[config.mk]
export PLATFORM = sky130hd
export DESIGN_NAME = tri_cmd_sequencer
export DESIGN_NICKNAME = d
export VERILOG_FILES = /design/src/rtl/celery_pkg.sv /design/src/rtl/tri_cmd_sequencer.sv
export SDC_FILE = /design/constraint.sdc
export NUM_CORES = 1
export LEC_CHECK = 0
export ABC_AREA = 1
export CAP_MARGIN = 20
export CELL_PAD_IN_SITES_DETAIL_PLACEMENT = 1
export CELL_PAD_IN_SITES_GLOBAL_PLACEMENT = 2
export CORE_MARGIN = 2
export CORE_UTILIZATION = 22
export CTS_BUF_LIST = sky130_fd_sc_hd__clkbuf_4 sky130_fd_sc_hd__clkbuf_8 sky130_fd_sc_hd__clkbuf_16
export CTS_CLUSTER_DIAMETER = 40
export CTS_CLUSTER_SIZE = 20
export DETAILED_ROUTE_END_ITERATION = 16
export PLACE_DENSITY = 0.74
export SYNTH_ARGS = -nofsm -noshare
export SYNTH_HDL_FRONTEND = slang
export SYNTH_SLANG_ARGS = --single-unit
[constraint.sdc]
create_clock -name clk -period 1.9 [get_ports clk]
set_clock_uncertainty 0.2 [all_clocks]
set_input_delay 0.19 -clock clk [delete_from_list [all_inputs] [get_ports clk]]
set_output_delay 0.19 -clock clk [all_outputs]
set_load 0.02 [all_outputs]
[src/rtl/celery_pkg.sv]
// Shared rasterizer types: vertex payloads, RGB565 colours and command opcodes.
package celery_pkg;

  typedef logic [15:0] rgb565_t;

  typedef struct packed {
    logic [9:0]  x;
    logic [9:0]  y;
    logic [15:0] z;
  } vertex_t;

  typedef enum logic [1:0] {
    CMD_VERTEX = 2'd0,
    CMD_CLEAR  = 2'd1,
    CMD_SYNC   = 2'd2,
    CMD_RSVD   = 2'd3
  } cmd_op_t;

endpackage

[src/rtl/tri_cmd_sequencer.sv]
// Command front-end: gathers vertex triples into triangles for the rasterizer and
// serialises framebuffer clears and sync barriers against in-flight work.
module tri_cmd_sequencer
  import celery_pkg::*;
(
  input  logic        clk,
  input  logic        rst,
  input  logic        cmd_valid,
  output logic        cmd_ready,
  input  cmd_op_t     cmd_op,
  input  vertex_t     cmd_vertex,
  input  rgb565_t     cmd_color,
  output vertex_t     v0,
  output vertex_t     v1,
  output vertex_t     v2,
  output logic        tri_valid,
  input  logic        tri_ready,
  input  logic        rast_busy,
  output logic        fb_clear,
  output rgb565_t     fb_clear_color,
  input  logic        fb_clearing,
  output logic        sync_done,
  output logic        busy,
  output logic [15:0] tri_count,
  output logic [7:0]  drop_count
);

  localparam logic [2:0] ST_COLLECT   = 3'd0;
  localparam logic [2:0] ST_ISSUE     = 3'd1;
  localparam logic [2:0] ST_CLR_IDLE  = 3'd2;
  localparam logic [2:0] ST_CLR_PULSE = 3'd3;
  localparam logic [2:0] ST_CLR_GUARD = 3'd4;
  localparam logic [2:0] ST_CLR_WAIT  = 3'd5;
  localparam logic [2:0] ST_SYNC_WAIT = 3'd6;

  logic [2:0] state;
  logic [1:0] vtx_cnt;
  logic       rast_idle;

  function automatic logic [7:0] sat_add8(input logic [7:0] a, input logic [1:0] b);
    logic [8:0] sum;
    sum = {1'b0, a} + {7'd0, b};
    return sum[8] ? 8'hFF : sum[7:0];
  endfunction

  assign rast_idle = !rast_busy && tri_ready;

  // Handshake outputs decode registered state only, so no input reaches them combinationally.
  assign cmd_ready = (state == ST_COLLECT);
  assign tri_valid = (state == ST_ISSUE);
  assign fb_clear  = (state == ST_CLR_PULSE);
  assign busy      = (state != ST_COLLECT) || (vtx_cnt != 2'd0);

  always_ff @(posedge clk) begin
    if (rst) begin
      state          <= ST_COLLECT;
      vtx_cnt        <= 2'd0;
      v0             <= '0;
      v1             <= '0;
      v2             <= '0;
      fb_clear_color <= '0;
      sync_done      <= 1'b0;
      tri_count      <= 16'd0;
      drop_count     <= 8'd0;
    end else begin
      sync_done <= 1'b0;
      case (state)
        ST_COLLECT: begin
          if (cmd_valid) begin
            case (cmd_op)
              CMD_VERTEX: begin
                case (vtx_cnt)
                  2'd0:    v0 <= cmd_vertex;
                  2'd1:    v1 <= cmd_vertex;
                  default: v2 <= cmd_vertex;
                endcase
                if (vtx_cnt == 2'd2) begin
                  vtx_cnt <= 2'd0;
                  state   <= ST_ISSUE;
                end else begin
                  vtx_cnt <= vtx_cnt + 2'd1;
                end
              end
              CMD_CLEAR: begin
                // A clear invalidates any half-built triangle; those vertices count as dropped.
                fb_clear_color <= cmd_color;
                drop_count     <= sat_add8(drop_count, vtx_cnt);
                vtx_cnt        <= 2'd0;
                state          <= ST_CLR_IDLE;
              end
              CMD_SYNC: state <= ST_SYNC_WAIT;
              default:  drop_count <= sat_add8(drop_count, 2'd1);
            endcase
          end
        end
        ST_ISSUE: begin
          if (tri_ready) begin
            tri_count <= tri_count + 16'd1;
            state     <= ST_COLLECT;
          end
        end
        ST_CLR_IDLE:  if (rast_idle) state <= ST_CLR_PULSE;
        ST_CLR_PULSE: state <= ST_CLR_GUARD;
        // fb_clearing lags the strobe by a cycle, so it is not trusted until CLR_WAIT.
        ST_CLR_GUARD: state <= ST_CLR_WAIT;
        ST_CLR_WAIT:  if (!fb_clearing) state <= ST_COLLECT;
        ST_SYNC_WAIT: begin
          if (rast_idle && !fb_clearing) begin
            sync_done <= 1'b1;
            state     <= ST_COLLECT;
          end
        end
        default: state <= ST_COLLECT;
      endcase
    end
  end

endmodule

==> results of run 1 <==
-- where the power goes --
group / switching [W] / total [W] / internal, W
registers: 0.000125 / 0.00356 / 0.00344
clock network: 0.00157 / 0.00357 / 0.00199
logic: 0.00121 / 0.00220 / 0.000995
total: 0.00291 / 0.00933 / 0.00643
-- final timing paths --
check,from,slack [ns],cells past startpoint,to
worst max register to register,drop_count[0],0.01,11,drop_count[3]
worst min register to register,v2[35],0.28,2,v2[35]
worst max-delay path,drop_count[0],0.01,11,drop_count[3]
worst min-delay path,cmd_color[2],0.14,3,fb_clear_color[2]
-- final cells by class --
cell class | instances | area, um2 | area share, %
Sequential cell | 154 | 3090 | 29.8
Multi-Input combinational cell | 620 | 3000 | 28.9
Timing Repair Buffer | 283 | 2930 | 28.3
Inverter | 58 | 259 | 2.50
Tap cell | 384 | 480 | 4.63
Clock inverter | 14 | 175 | 1.69
Clock buffer | 17 | 425 | 4.10
-- cells in the mapped netlist, drive strengths merged --
master  count  area share [%]
ha          8             1.6
nor3        3            0.41
and2        1           0.099
nand2     102             6.4
nand4       5            0.49
xnor2       4            0.55
o211ai      3            0.35
a21o        1            0.12
clkinv      1           0.079
inv        57             3.5
a21oi      23             1.8
clkbuf     25             1.5
o21bai      1            0.12
nand3b      1            0.12
nor3b       1            0.12
buf        15             2.0
dfxtp     154              49
nand3      20             2.0
o21ai     147              12
nor2      297              18
nor4        1           0.099
fa          1            0.32
a211oi      1            0.12
-- metrics by stage --
| step | utilization, % | power [W] | worst slack (ns) | cells | area, um2 |
|---|---|---|---|---|---|
| finish | 36.3 | 0.00933 | 0.0124 | 1530 | 10400 |
| global route | 36.3 | 0.00986 | -0.0740 | 1530 | 10400 |
| CTS | 34.7 | 0.00935 | -0.0276 | 1519 | 9920 |
| detailed placement | 32.6 | 0.00571 | -0.325 | 1485 | 9300 |
| global placement | 32.6 | 0.00570 | -0.284 | 1485 | 9300 |
| floorplan | - | 0.00470 | 0.0128 | 872 | 6360 |
-- cell families (layout without fill, tap and decap cells) --
group / count (synthesis) / in the layout
AND/OR/NAND/NOR: 431 / 431
XOR/XNOR: 4 / 4
flip-flops: 154 / 154
AO/OA/AOI/OAI: 176 / 176
buffers and inverters: 98 / 372
adder cells (fa/ha/maj): 9 / 9
-- routing by layer --
metal	vias to the layer above	wire length, um	track usage (%)
li1	3302	-	-
met1	3038	11200	19.7
met2	154	11100	26.1
met3	17	1390	5.14
met4	4	237	3.71
met5	-	31	0
-- critical path, delay by kind of cell (launching register included) --
kind | cells | cell delay, ns
buf+inv | 3 | 0.23
fa+ha+maj | 2 | 0.54
simple gates | 6 | 0.50
flops | 1 | 0.36
-- what timing repair did --
| action | 4_1_cts | 5_1_grt |
|---|---|---|
| gates resized for setup | 39 | 99 |
| setup buffers | 3 | 6 |
| endpoints found under the hold margin | 0 | 0 |
| setup endpoints to repair | 26 | 126 |
| pin swaps | 3 | 20 |
| cloned | 0 | 5 |
-- state kept, by name, summed over array words and instances (netlist names) --
| register | flops |
|---|---|
| drop_count | 8 |
| vtx_cnt | 2 |
| v0 | 36 |
| v1 | 36 |
| v2 | 36 |
| sync_done | 1 |
| fb_clear_color | 16 |
| state | 3 |
| tri_count | 16 |
==> summary.txt, run 1 <==
Route
  • Final ANT Viol Nets: 0
  • Initial DRC count: around 290
  • Vias per Instance: 4.26
  • # DRC: 0
  • Detailed-route wire length: 24000 um
  • Vias: 6515
  • First-pass DRT Iterations: 4
  • WL/cell: approximately 16 um

STA
  • Period minus WS final: between 1.5 and 2 ns
  • Least-Margin Pin Slew: 0.403 ns
  • Fin crit share: around 99%
  • Slew HR: roughly 73%
  • Final setup viols: 0
  • Hold Vio Cnt, Final: 0
  • Setup_tns: 0 ns
  • Achievable Freq: 0.530 GHz
  • Final Max Tran Viols: 0
  • Worst hold slack: 0.144 ns
  • Unrepaired setup endpoints after global routing: yes

Yosys
  • Post-synthesis simple-gate area fraction: 27.8%
  • XOR/XNOR Fraction of Synth Area: 0.551%
  • Syn_area_per_cell: roughly 7.3 um2
  • Syn nets: 941
  • Adder-Cell Fraction of Synth Area: roughly 1.9%
  • Ys Warns: 0
  • Compound-cell area share of the yosys netlist: 14.1%
  • Sequential area share after synthesis: 48.5%
  • Post-synthesis mux area share: 0%
  • Synth Register Bits: ~150
  • Mapped Cells: a little under 900
  • Synth Cell Area: about 0.0064 mm2
  • Largest family of logic cells by synthesized area: simple AND/OR/NAND/NOR gates
  • Distinct cells, synth: 39

Pwr
  • Worst VDD drop: 0.000490 V
  • Power density cells: 900 mW/mm2
  • Leak Pwr: roughly 4.2 nW

Global route
  • First-pass GRT wire length: between 30000 and 40000 um
  • Overflow after GRT: 0
  • Initial antenna violation count: 2
  • Vias in the first global route: 6792
  • GRT Util Overall: 15.7%
  • Largest net degree at the start of global routing: between 40 and 50

Outcome
  • Status: finished clean

Place
  • Half-perimeter wire length after placement: 16900 um
  • Gpl congestion: approximately 0.82
  • Input/output buffers: 212

Layout
  • Fraction of layout cells with a size suffix above 1: 15.5%
  • ANT cells: 0
  • Commonest non-fill, non-tap cells in the layout: nor2_1 (283), clkdlybuf4s50_1 (185), dfxtp_1 (149)
  • Nets@finish: 1203
  • FILL cells: 3429
  • Synthesis-to-layout area growth: 63.2%
  • Commonest non-fill, non-tap cell in the layout: nor2_1

Job
  • Max-cap violation count: 0

CTS
  • Root buf cell: clkbuf_16
  • CTS H-tree lvls: 4
  • Sink Count: 154
  • Total CTS buffers: 17
  • CTS tree: yes
  • Post-CTS Hold Fix Bufs: 0
  • Clk_lat worst skew: 0.43 ns
  • Worst-case clock buffer depth: 2
  • Clk pin slew, worst setup/hold paths: around 0.070 ns

Floorplanning
  • Die Y: 174 um
  • Die width: 174 um
  • IO Pins: 213
  • # rows: 62
  • DIE AREA: ~0.030 mm2
  • CORE AREA: 0.0285 mm2
  • Starting Density: ~22%

Setup path
  • Max stage delay cell, worst path: fa_2
  • CP Launch Type: register
  • Worst path arrival time: 2.05 ns
  • Crit path required time: 2.07 ns
  • Ordered cell list for the critical path: ha_4, inv_2, fa_2, nor2_4, nand2_2, buf_4, nand4_1, nand3_1, nand2_1, inv_1, nor2_1
  • CP endpoint kind: register
  • Largest stage delay, worst path: a little over 0.4 ns
  • Setup CP Type: reg -> reg
  • CP max FO: 2

Hold path
  • HP Class: in -> reg
(Power assumes the default switching activity.)
==> run 2, diff against run 1 <==
HOLD_SLACK_MARGIN = 0.1   (was default)
==> results of run 2 <==
Final layout, timing and power as in run 1 (identical DEF).
